===== config.mk =====
export PLATFORM = sky130hd
export DESIGN_NAME = pb_event_scheduler
export DESIGN_NICKNAME = d
export VERILOG_FILES = /design/src/rtl/pb_sched_pkg.sv /design/src/rtl/pb_press_timer.sv /design/src/rtl/pb_event_scheduler.sv
export SDC_FILE = /design/constraint.sdc
export NUM_CORES = 1
export LEC_CHECK = 0
export CAP_MARGIN = 20
export CORE_ASPECT_RATIO = 0.9
export CORE_UTILIZATION = 59
export DETAILED_ROUTE_END_ITERATION = 8
export PLACE_DENSITY = 0.87
export SLEW_MARGIN = 10
export SYNTH_ARGS = -nofsm -noshare
export SYNTH_HDL_FRONTEND = slang
export SYNTH_SLANG_ARGS = --single-unit

===== constraint.sdc =====
create_clock -name clk -period 2.2 [get_ports clk]
set_input_delay 0.33 -clock clk [delete_from_list [all_inputs] [get_ports clk]]
set_output_delay 0.33 -clock clk [all_outputs]
set_load 0.005 [all_outputs]

===== src/rtl/pb_sched_pkg.sv =====
// Shared types and helpers for the push-button event scheduler.
package pb_sched_pkg;

  // Output channel state: nothing offered, or an event held on the channel.
  typedef enum logic {
    IDLE  = 1'b0,
    OFFER = 1'b1
  } sched_state_e;

  // Width needed to index n buttons (at least one bit).
  function automatic int id_width(input int n);
    return (n < 2) ? 1 : $clog2(n);
  endfunction

  // Round-robin successor of idx among n buttons, wrapping n-1 -> 0.
  function automatic int rr_next(input int idx, input int n);
    return (idx + 1 >= n) ? 0 : idx + 1;
  endfunction

endpackage


===== src/rtl/pb_press_timer.sv =====
// Per-button press timer: detects the release edge of a debounced level and
// reports whether the press that just ended was held long enough to be long.
module pb_press_timer #(
  parameter int HOLD_CYCLES = 1000
) (
  input  logic clk,
  input  logic rst,
  input  logic pb_level,
  output logic rel_pulse,
  output logic long_flag
);

  localparam int CW = $clog2(HOLD_CYCLES + 1);
  localparam logic [CW-1:0] HOLD_MAX = CW'(HOLD_CYCLES);

  logic          prev_q;
  logic [CW-1:0] count_q;

  // Track the previous level and count held cycles, saturating at the threshold.
  always_ff @(posedge clk or posedge rst) begin
    if (rst) begin
      prev_q  <= 1'b0;
      count_q <= '0;
    end else begin
      prev_q <= pb_level;
      if (!pb_level) begin
        count_q <= '0;
      end else if (count_q != HOLD_MAX) begin
        count_q <= count_q + CW'(1);
      end
    end
  end

  // Release is seen combinationally on the first low sample; the count still
  // holds the number of high samples that preceded it.
  assign rel_pulse = prev_q & ~pb_level;
  assign long_flag = (count_q >= HOLD_MAX);

endmodule


===== src/rtl/pb_event_scheduler.sv =====
// Collects short/long release events from NUM_PB buttons into one-deep
// pending slots and offers them round-robin on a valid/ready channel.
//
// Handshake: an event transfers on a rising edge where evt_valid and
// evt_ready are both high; while evt_valid is high and evt_ready is low,
// evt_id and evt_long stay unchanged; evt_valid never drops without a transfer
// except on reset.
module pb_event_scheduler
  import pb_sched_pkg::*;
#(
  parameter  int NUM_PB      = 4,
  parameter  int HOLD_CYCLES = 1000,
  localparam int IDW         = id_width(NUM_PB)
) (
  input  logic              clk,
  input  logic              rst,
  input  logic [NUM_PB-1:0] pb_level,
  input  logic              evt_ready,
  output logic              evt_valid,
  output logic [IDW-1:0]    evt_id,
  output logic              evt_long,
  output logic [NUM_PB-1:0] pending,
  output logic              overrun
);

  logic [NUM_PB-1:0] rel;
  logic [NUM_PB-1:0] rel_long;
  logic [NUM_PB-1:0] pend_long_q;
  logic [NUM_PB-1:0] grant_oh;
  logic [IDW-1:0]    rr_ptr_q;
  logic [IDW-1:0]    win_id;
  logic              win_found;
  logic              do_grant;
  sched_state_e      state_q;

  for (genvar g = 0; g < NUM_PB; g++) begin : g_timer
    pb_press_timer #(
      .HOLD_CYCLES(HOLD_CYCLES)
    ) u_timer (
      .clk      (clk),
      .rst      (rst),
      .pb_level (pb_level[g]),
      .rel_pulse(rel[g]),
      .long_flag(rel_long[g])
    );
  end

  // Round-robin search over the pending slots starting at rr_ptr_q.
  always_comb begin
    int idx;
    idx       = 0;
    win_found = 1'b0;
    win_id    = '0;
    for (int k = 0; k < NUM_PB; k++) begin
      idx = int'(rr_ptr_q) + k;
      if (idx >= NUM_PB) idx = idx - NUM_PB;
      if (!win_found && pending[idx]) begin
        win_found = 1'b1;
        win_id    = IDW'(idx);
      end
    end
  end

  // A slot is granted when the channel is free now or frees on this edge.
  assign do_grant = win_found && ((state_q == IDLE) || evt_ready);
  assign grant_oh = do_grant ? (NUM_PB'(1) << win_id) : '0;

  // Pending slots: granted slot clears, a release (re)fills; a release onto a
  // slot that survives this edge occupied is an overrun.
  always_ff @(posedge clk or posedge rst) begin
    if (rst) begin
      pending     <= '0;
      pend_long_q <= '0;
      overrun     <= 1'b0;
    end else begin
      pending     <= (pending & ~grant_oh) | rel;
      pend_long_q <= (pend_long_q & ~rel) | (rel_long & rel);
      if (|(rel & pending & ~grant_oh)) overrun <= 1'b1;
    end
  end

  // Output FSM with registered channel outputs and round-robin pointer.
  always_ff @(posedge clk or posedge rst) begin
    if (rst) begin
      state_q   <= IDLE;
      evt_valid <= 1'b0;
      evt_id    <= '0;
      evt_long  <= 1'b0;
      rr_ptr_q  <= '0;
    end else begin
      case (state_q)
        IDLE: begin
          if (do_grant) begin
            evt_valid <= 1'b1;
            evt_id    <= win_id;
            evt_long  <= pend_long_q[win_id];
            rr_ptr_q  <= IDW'(rr_next(int'(win_id), NUM_PB));
            state_q   <= OFFER;
          end
        end
        OFFER: begin
          if (evt_ready) begin
            if (do_grant) begin
              evt_id   <= win_id;
              evt_long <= pend_long_q[win_id];
              rr_ptr_q <= IDW'(rr_next(int'(win_id), NUM_PB));
            end else begin
              evt_valid <= 1'b0;
              state_q   <= IDLE;
            end
          end
        end
        default: begin
          state_q   <= IDLE;
          evt_valid <= 1'b0;
        end
      endcase
    end
  end

endmodule

After elaboration in Yosys (flattened, before gate mapping)
Cells that the tools add are included.

Bits in read-only memories: 0. Output and inout bits: 9. Bits in registers: 60. Bits in latches: 0. Bits in writable memories: 0. Logic and storage cells: 134. Memories: 0.

$mul: 0. Reductions and logical operators: 10. Muxes and demuxes: 52. Divide/modulo/power cells: 0. $add $sub $neg: 12. $lt $le $gt $ge: 14. Equality and inequality tests: 11. Bitwise logic cells: 18. Shifts and indexed selects: 1.

Operators with widths (count): $lt 32x4->1 const B (4); $mux 32 (4); $mux 10 (8); $add 10x1->10 const B (4); $ge 10x10->1 const B (4); $ne 10x10->1 const B (4); $and 4x4->4 (5); $mux 1 (20); $mux 2 (9); $ge 3x3->1 const B (4); $sub 3x3->4 const B (3); $bmux 1 s2 (5); $ne 2x1->1 const B (4); $not 4->4 (2); $or 4x4->4 (2); $pmux 2 s2 (2); $add 2x1->3 const B (2); $add 2x2->3 const B (2); $ne 2x2->1 const B (3); $pmux 1 s2 (3); $not 1->1 (5); $and 1x1->1 (4); $logic_and 1x1->1 (4); $mux 4 (1); 8 further kinds (10).

Longest topological paths before layout
Word-level depth: 21. Depth in mapped cells: 9. Depth with buffers taken out: 9.

Cells and area by module
From an unflattened synthesis, not the netlist that was laid out.

Cells, all modules: 328. Area, all modules: 3315.7 um2.

Modules (own cells, without submodules): pb_press_timer (cells each 62, area each 610.6 um2, seq. area each 275.3 um2, instances 4); pb_event_scheduler (cells each 80, area each 873.3 um2, seq. area each 400.4 um2, instances 1).

Worst setup path after synthesis
Ideal clock, no wire load.

Kind: register -> register. Start: reg pending[0]. End: reg overrun. Clock period less this slack: 1945 ps. Data arrival time: 1814 ps. Stages on the path, launching flop included: 10. Path slack: 255 ps. Setup time: 131 ps. Cells stage by stage: dfrtp_1 -> nor2b_1 -> nor4_1 -> nor2_2 -> inv_1 -> ha_1 -> nand3_1 -> nand2_1 -> o22ai_1 -> or3_1.

Longest elaborated chain between the ends: 18.

Ends and longest elaborated chain: start: declaration (RTL line pb_event_scheduler.sv:22) `output logic [NUM_PB-1:0] pending,`; start signal: assignment (RTL line pb_event_scheduler.sv:76) `pending <= (pending & ~grant_oh) | rel;`; $bmux 1 s2 (RTL line pb_event_scheduler.sv:57) `if (!win_found && pending[idx]) begin`; $mux 1 (implied by the code) (2 in a row) (RTL line pb_event_scheduler.sv:57); $mux 1 (RTL line pb_event_scheduler.sv:57); $logic_not 1->1 (RTL line pb_event_scheduler.sv:57); $logic_and 1x1->1 (RTL line pb_event_scheduler.sv:57); $mux 1 (RTL line pb_event_scheduler.sv:57); $logic_not 1->1 (RTL line pb_event_scheduler.sv:57); $logic_and 1x1->1 (RTL line pb_event_scheduler.sv:57); (+2 left out); $logic_and 1x1->1 (RTL line pb_event_scheduler.sv:57); $mux 2 (*) (RTL line pb_event_scheduler.sv:57); net win_id[0] (RTL line pb_event_scheduler.sv:31) `logic [IDW-1:0] win_id;`; $shl 1x2->4 (*) (RTL line pb_event_scheduler.sv:66) `assign grant_oh = do_grant ? (NUM_PB'(1) << win_id) : '0;`; $mux 4 (*) (RTL line pb_event_scheduler.sv:66); $not 4->4 (*) (RTL line pb_event_scheduler.sv:78) `if (|(rel & pending & ~grant_oh)) overrun <= 1'b1;`; $and 4x4->4 (*) (RTL line pb_event_scheduler.sv:78); $reduce_or 4->1 (*) (RTL line pb_event_scheduler.sv:78); end signal: assignment (RTL line pb_event_scheduler.sv:74) `overrun <= 1'b0;`; end signal: assignment (RTL line pb_event_scheduler.sv:78); end: declaration (RTL line pb_event_scheduler.sv:23) `output logic overrun`.

Mark *: on every way through the listed nets, which the timed path passes. The rest lies on a longest branch. The select of a mux whose other input is x is not followed. A chain may end at the register's enable or synchronous reset.

Worst setup path in the final report
Start: reg pending[2]. End: reg overrun.

Same word-level chain as after synthesis.

==> flow_metrics.tcl <==
set metrics [dict create \
    grt_max_degree 50 \
    die_h_um 70.17 \
    async_reset_ff_frac 1.000 \
    vias 2170 \
    busiest_layer "met2" \
    drive_gt1_frac 0.1104 \
    power_density_nw_per_um2 947.3 \
    die_w_um 77.75 \
    grt_pass1_wl_um 9735 \
    ant_nets 0 \
    critPathLaunchType "register" \
    clk_pin_slew_ns 0.07 \
    finalPower_mw 3.400 \
    crit_slowest_cell "dfrtp_2" \
    gp_congestion 0.8466 \
    die-area_sq_um 5455 \
    vias_per_cell 5.550 \
    p_clk_frac 0.379 \
    max_slew.worst_pin.slew_ns 0.4120 \
    place_inst 375 \
    clk_latency_ns 0.33 \
    syn-num-nets 314 \
    clock-root-buffer "clkbuf_8" \
    syn-cell-area_sq_um 3047 \
    finalNonFillerCells 391 \
    first_iter_violations 88 \
    rrSetupSlack_ns 0.13 \
    crit_buf_inv 1 \
    grt_usage 0.2299 \
    coreArea_sq_um 4895 \
    crit_required_ns 2.41 \
    yosys_warnings 0 \
    grt_setup_unrepaired "no" \
    slowest_delay_ns 0.44 \
    route.detailed.drc 0 \
    dpl_cell_area_sq_um 3308 \
    diodes 0 \
    antenna_found_initial 0 \
    cts_made_buffers 9 \
    min_period_ns 2.074 \
    status "complete, no violations" \
    post-route-period-util 0.9428 \
    synth_edf_count 0 \
    irDropWorstVdd_mv 0.7128 \
    grt_pass1_vias 2139 \
    clock_path_buffers 2 \
    pwr-share-comb 0.225 \
    design_area_sq_um 3590 \
    drv_slew 0 \
    rows 24 \
    ys_top_cells_by_area "dfrtp_1, xnor2_1, and2_1" \
    reg2reg_from "pending[2]$_DFF_PP0_" \
    relSlewSlack 0.7228 \
    setup_tns_ns 0 \
    cts_tree "built" \
    htreeDepth 3 \
    critPathCaptureType "register" \
    hold_violations 0 \
    grt_overflow 0 \
    routed_wl_um 5458 \
    synthFlopType "dfrtp_1" \
    synth.avg_cell_area_sq_um 10.33 \
    cpLargestDelayFamily "simple AND/OR/NAND/NOR gates" \
    ys_types 45 \
    max_cap_violations 0 \
    path_class "register to register" \
    io_buffers 15 \
    cp_max_fo 7 \
    max_clock_freq_mhz 482.1 \
    wl_per_cell_um 13.96 \
    hold_ws_ns 0.2579 \
    skew_ns 0.005511 \
    grtUsageMet1 0.3117 \
    hp-class "input pin to asynchronous set/reset pin" \
    switchingPower_uw 925.9 \
    ios 16 \
    yosys.area.top_type_share 0.4928 \
    r2r_cells 9 \
    first_pass_iters 4 \
    p_leak_nw 1.635 \
    yosysTopAreaCell "dfrtp_1" \
    finalSetupViolCount 0 \
    grt_use_met3 0.07712 \
    p_seq_frac 0.396 \
    r2r_end "overrun$_DFFE_PP0P_" \
    intPower_mw 2.474 \
    synth-seq-cells 60 \
    netlist_instances 295 \
    sw_frac_of_total 0.2723 \
    area_growth_syn_to_layout_pct 17.82 \
    nets 340 \
    arrival_ns 2.28 \
    start_util 0.6224 \
    hpwl_um 3805 \
    seq_area_frac_synth 0.4928 \
    crit_chain "nor2b_1 -> nor4_2 -> nor2_2 -> inv_1 -> ha_1 -> nand3_1 -> nand2_1 -> o22ai_1 -> or3_1" \
    cts_sinks 60 \
    grt_use_met2 0.3569 \
    cts_setup_buffers 0 \
]
==> state kept, by name (all words and copies together), names as in the netlist, named ones only <==
signal                   flops
g_timer.u_timer.count_q     40
g_timer.u_timer.prev_q       4
pending                      4
evt_id                       2
rr_ptr_q                     2
evt_long                     1
evt_valid                    1
overrun                      1
state_q                      1
==> timing repair <==
action                                  4_1_cts  5_1_grt
hold buffers                                  0        0
gates resized for setup                       1        3
endpoints found under the setup margin        1        1
pin swaps                                     0        1
==> synthesized netlist by cell type, drive strengths merged (2+ instances only) <==
master	number
o31ai	3
ha	12
nor2	11
xor2	6
nand2b	7
nor2b	8
nand3b	2
nand2	27
nand3	20
inv	14
a21oi	4
a21o	3
a21boi	7
and2	25
mux2i	4
nor4	2
o21ai	9
or4	4
and3	12
or2b	2
o22ai	2
or3	6
a211oi	2
clkbuf	4
dfrtp	60
xnor2	23
nand4	3
==> layout by cell type, fill, tap and decap left out, drive strengths merged, types with 12 or more instances in the layout <==
cell | synthesis | layout
and2 | 25 | 25
and3 | 12 | 12
clkbuf | 4 | 13
clkdlybuf4s50 | 0 | 15
dfrtp | 60 | 60
ha | 12 | 12
inv | 14 | 14
nand2 | 27 | 27
nand3 | 20 | 20
xnor2 | 23 | 23
==> area by class of cell <==
class,instances,area [sq um]
Clock buffer,13,178.9
Clock inverter,3,90.09
Tap cell,65,81.33
Sequential cell,60,1504
Inverter,14,52.55
Timing Repair Buffer,20,200.2
Multi-Input combinational cell,216,1483
Fill cell,322,1305
==> power by group through the flow <==
stage,combinational (mW),clock [mW],sequential [mW]
2_1_floorplan,0.479,0,1.33
3_3_place_gp,0.721,0,1.34
3_5_place_dp,0.739,0,1.36
4_1_cts,0.755,1.31,1.34
5_1_grt,0.861,1.36,1.36
6_report,0.767,1.29,1.35
==> per-layer routing <==
metal	share of wire	vias up	wire (um)
met4	0.0084	0	46
met2	0.48	33	2619
met1	0.47	1067	2560
met5	0	-	0
li1	-	1062	-
met3	0.042	8	231
==> logic make-up after synthesis <==
group                    after synthesis  share of synthesized area
AO/OA/AOI/OAI                         36                    0.08008
flip-flops                            60                     0.4928
adder cells (fa/ha/maj)               12                    0.04928
AND/OR/NAND/NOR                      134                     0.2538
XOR/XNOR                              29                    0.08337
multiplexers                           5                    0.01684
buffers and inverters                 19                    0.02382
==> worst max-delay path by stage <==
stage	start	to	slack [ns]	cells past startpoint
2_1_floorplan	pending[0]$_DFF_PP0_	overrun$_DFFE_PP0P_	0.25	9
3_3_place_gp	pending[1]$_DFF_PP0_	overrun$_DFFE_PP0P_	0.13	9
3_5_place_dp	pending[1]$_DFF_PP0_	overrun$_DFFE_PP0P_	0.008	9
4_1_cts	pending[1]$_DFF_PP0_	overrun$_DFFE_PP0P_	0.09	9
5_1_grt	pending[2]$_DFF_PP0_	overrun$_DFFE_PP0P_	0.006	9
6_report	pending[2]$_DFF_PP0_	overrun$_DFFE_PP0P_	0.13	9
==> stage by stage <==
stage / utilization / setup WS (ns)
after floorplan: - / 0.2547
after global placement: 0.6759 / 0.1334
after detailed placement: 0.6759 / 0.008486
after CTS: 0.7321 / 0.09042
after global routing: 0.7334 / 0.005553
final: 0.7334 / 0.1258
==> worst reg2reg max path, cell delays in order (launching register included) <==
cell and delay (ns):
dfrtp_2 0.44, nor2b_1 0.16, nor4_2 0.36, nor2_2 0.12, inv_1 0.11, ha_1 0.15, nand3_1 0.06, nand2_1 0.10
o22ai_1 0.09, or3_1 0.36
Note: power is estimated with default switching activity, not from simulation.
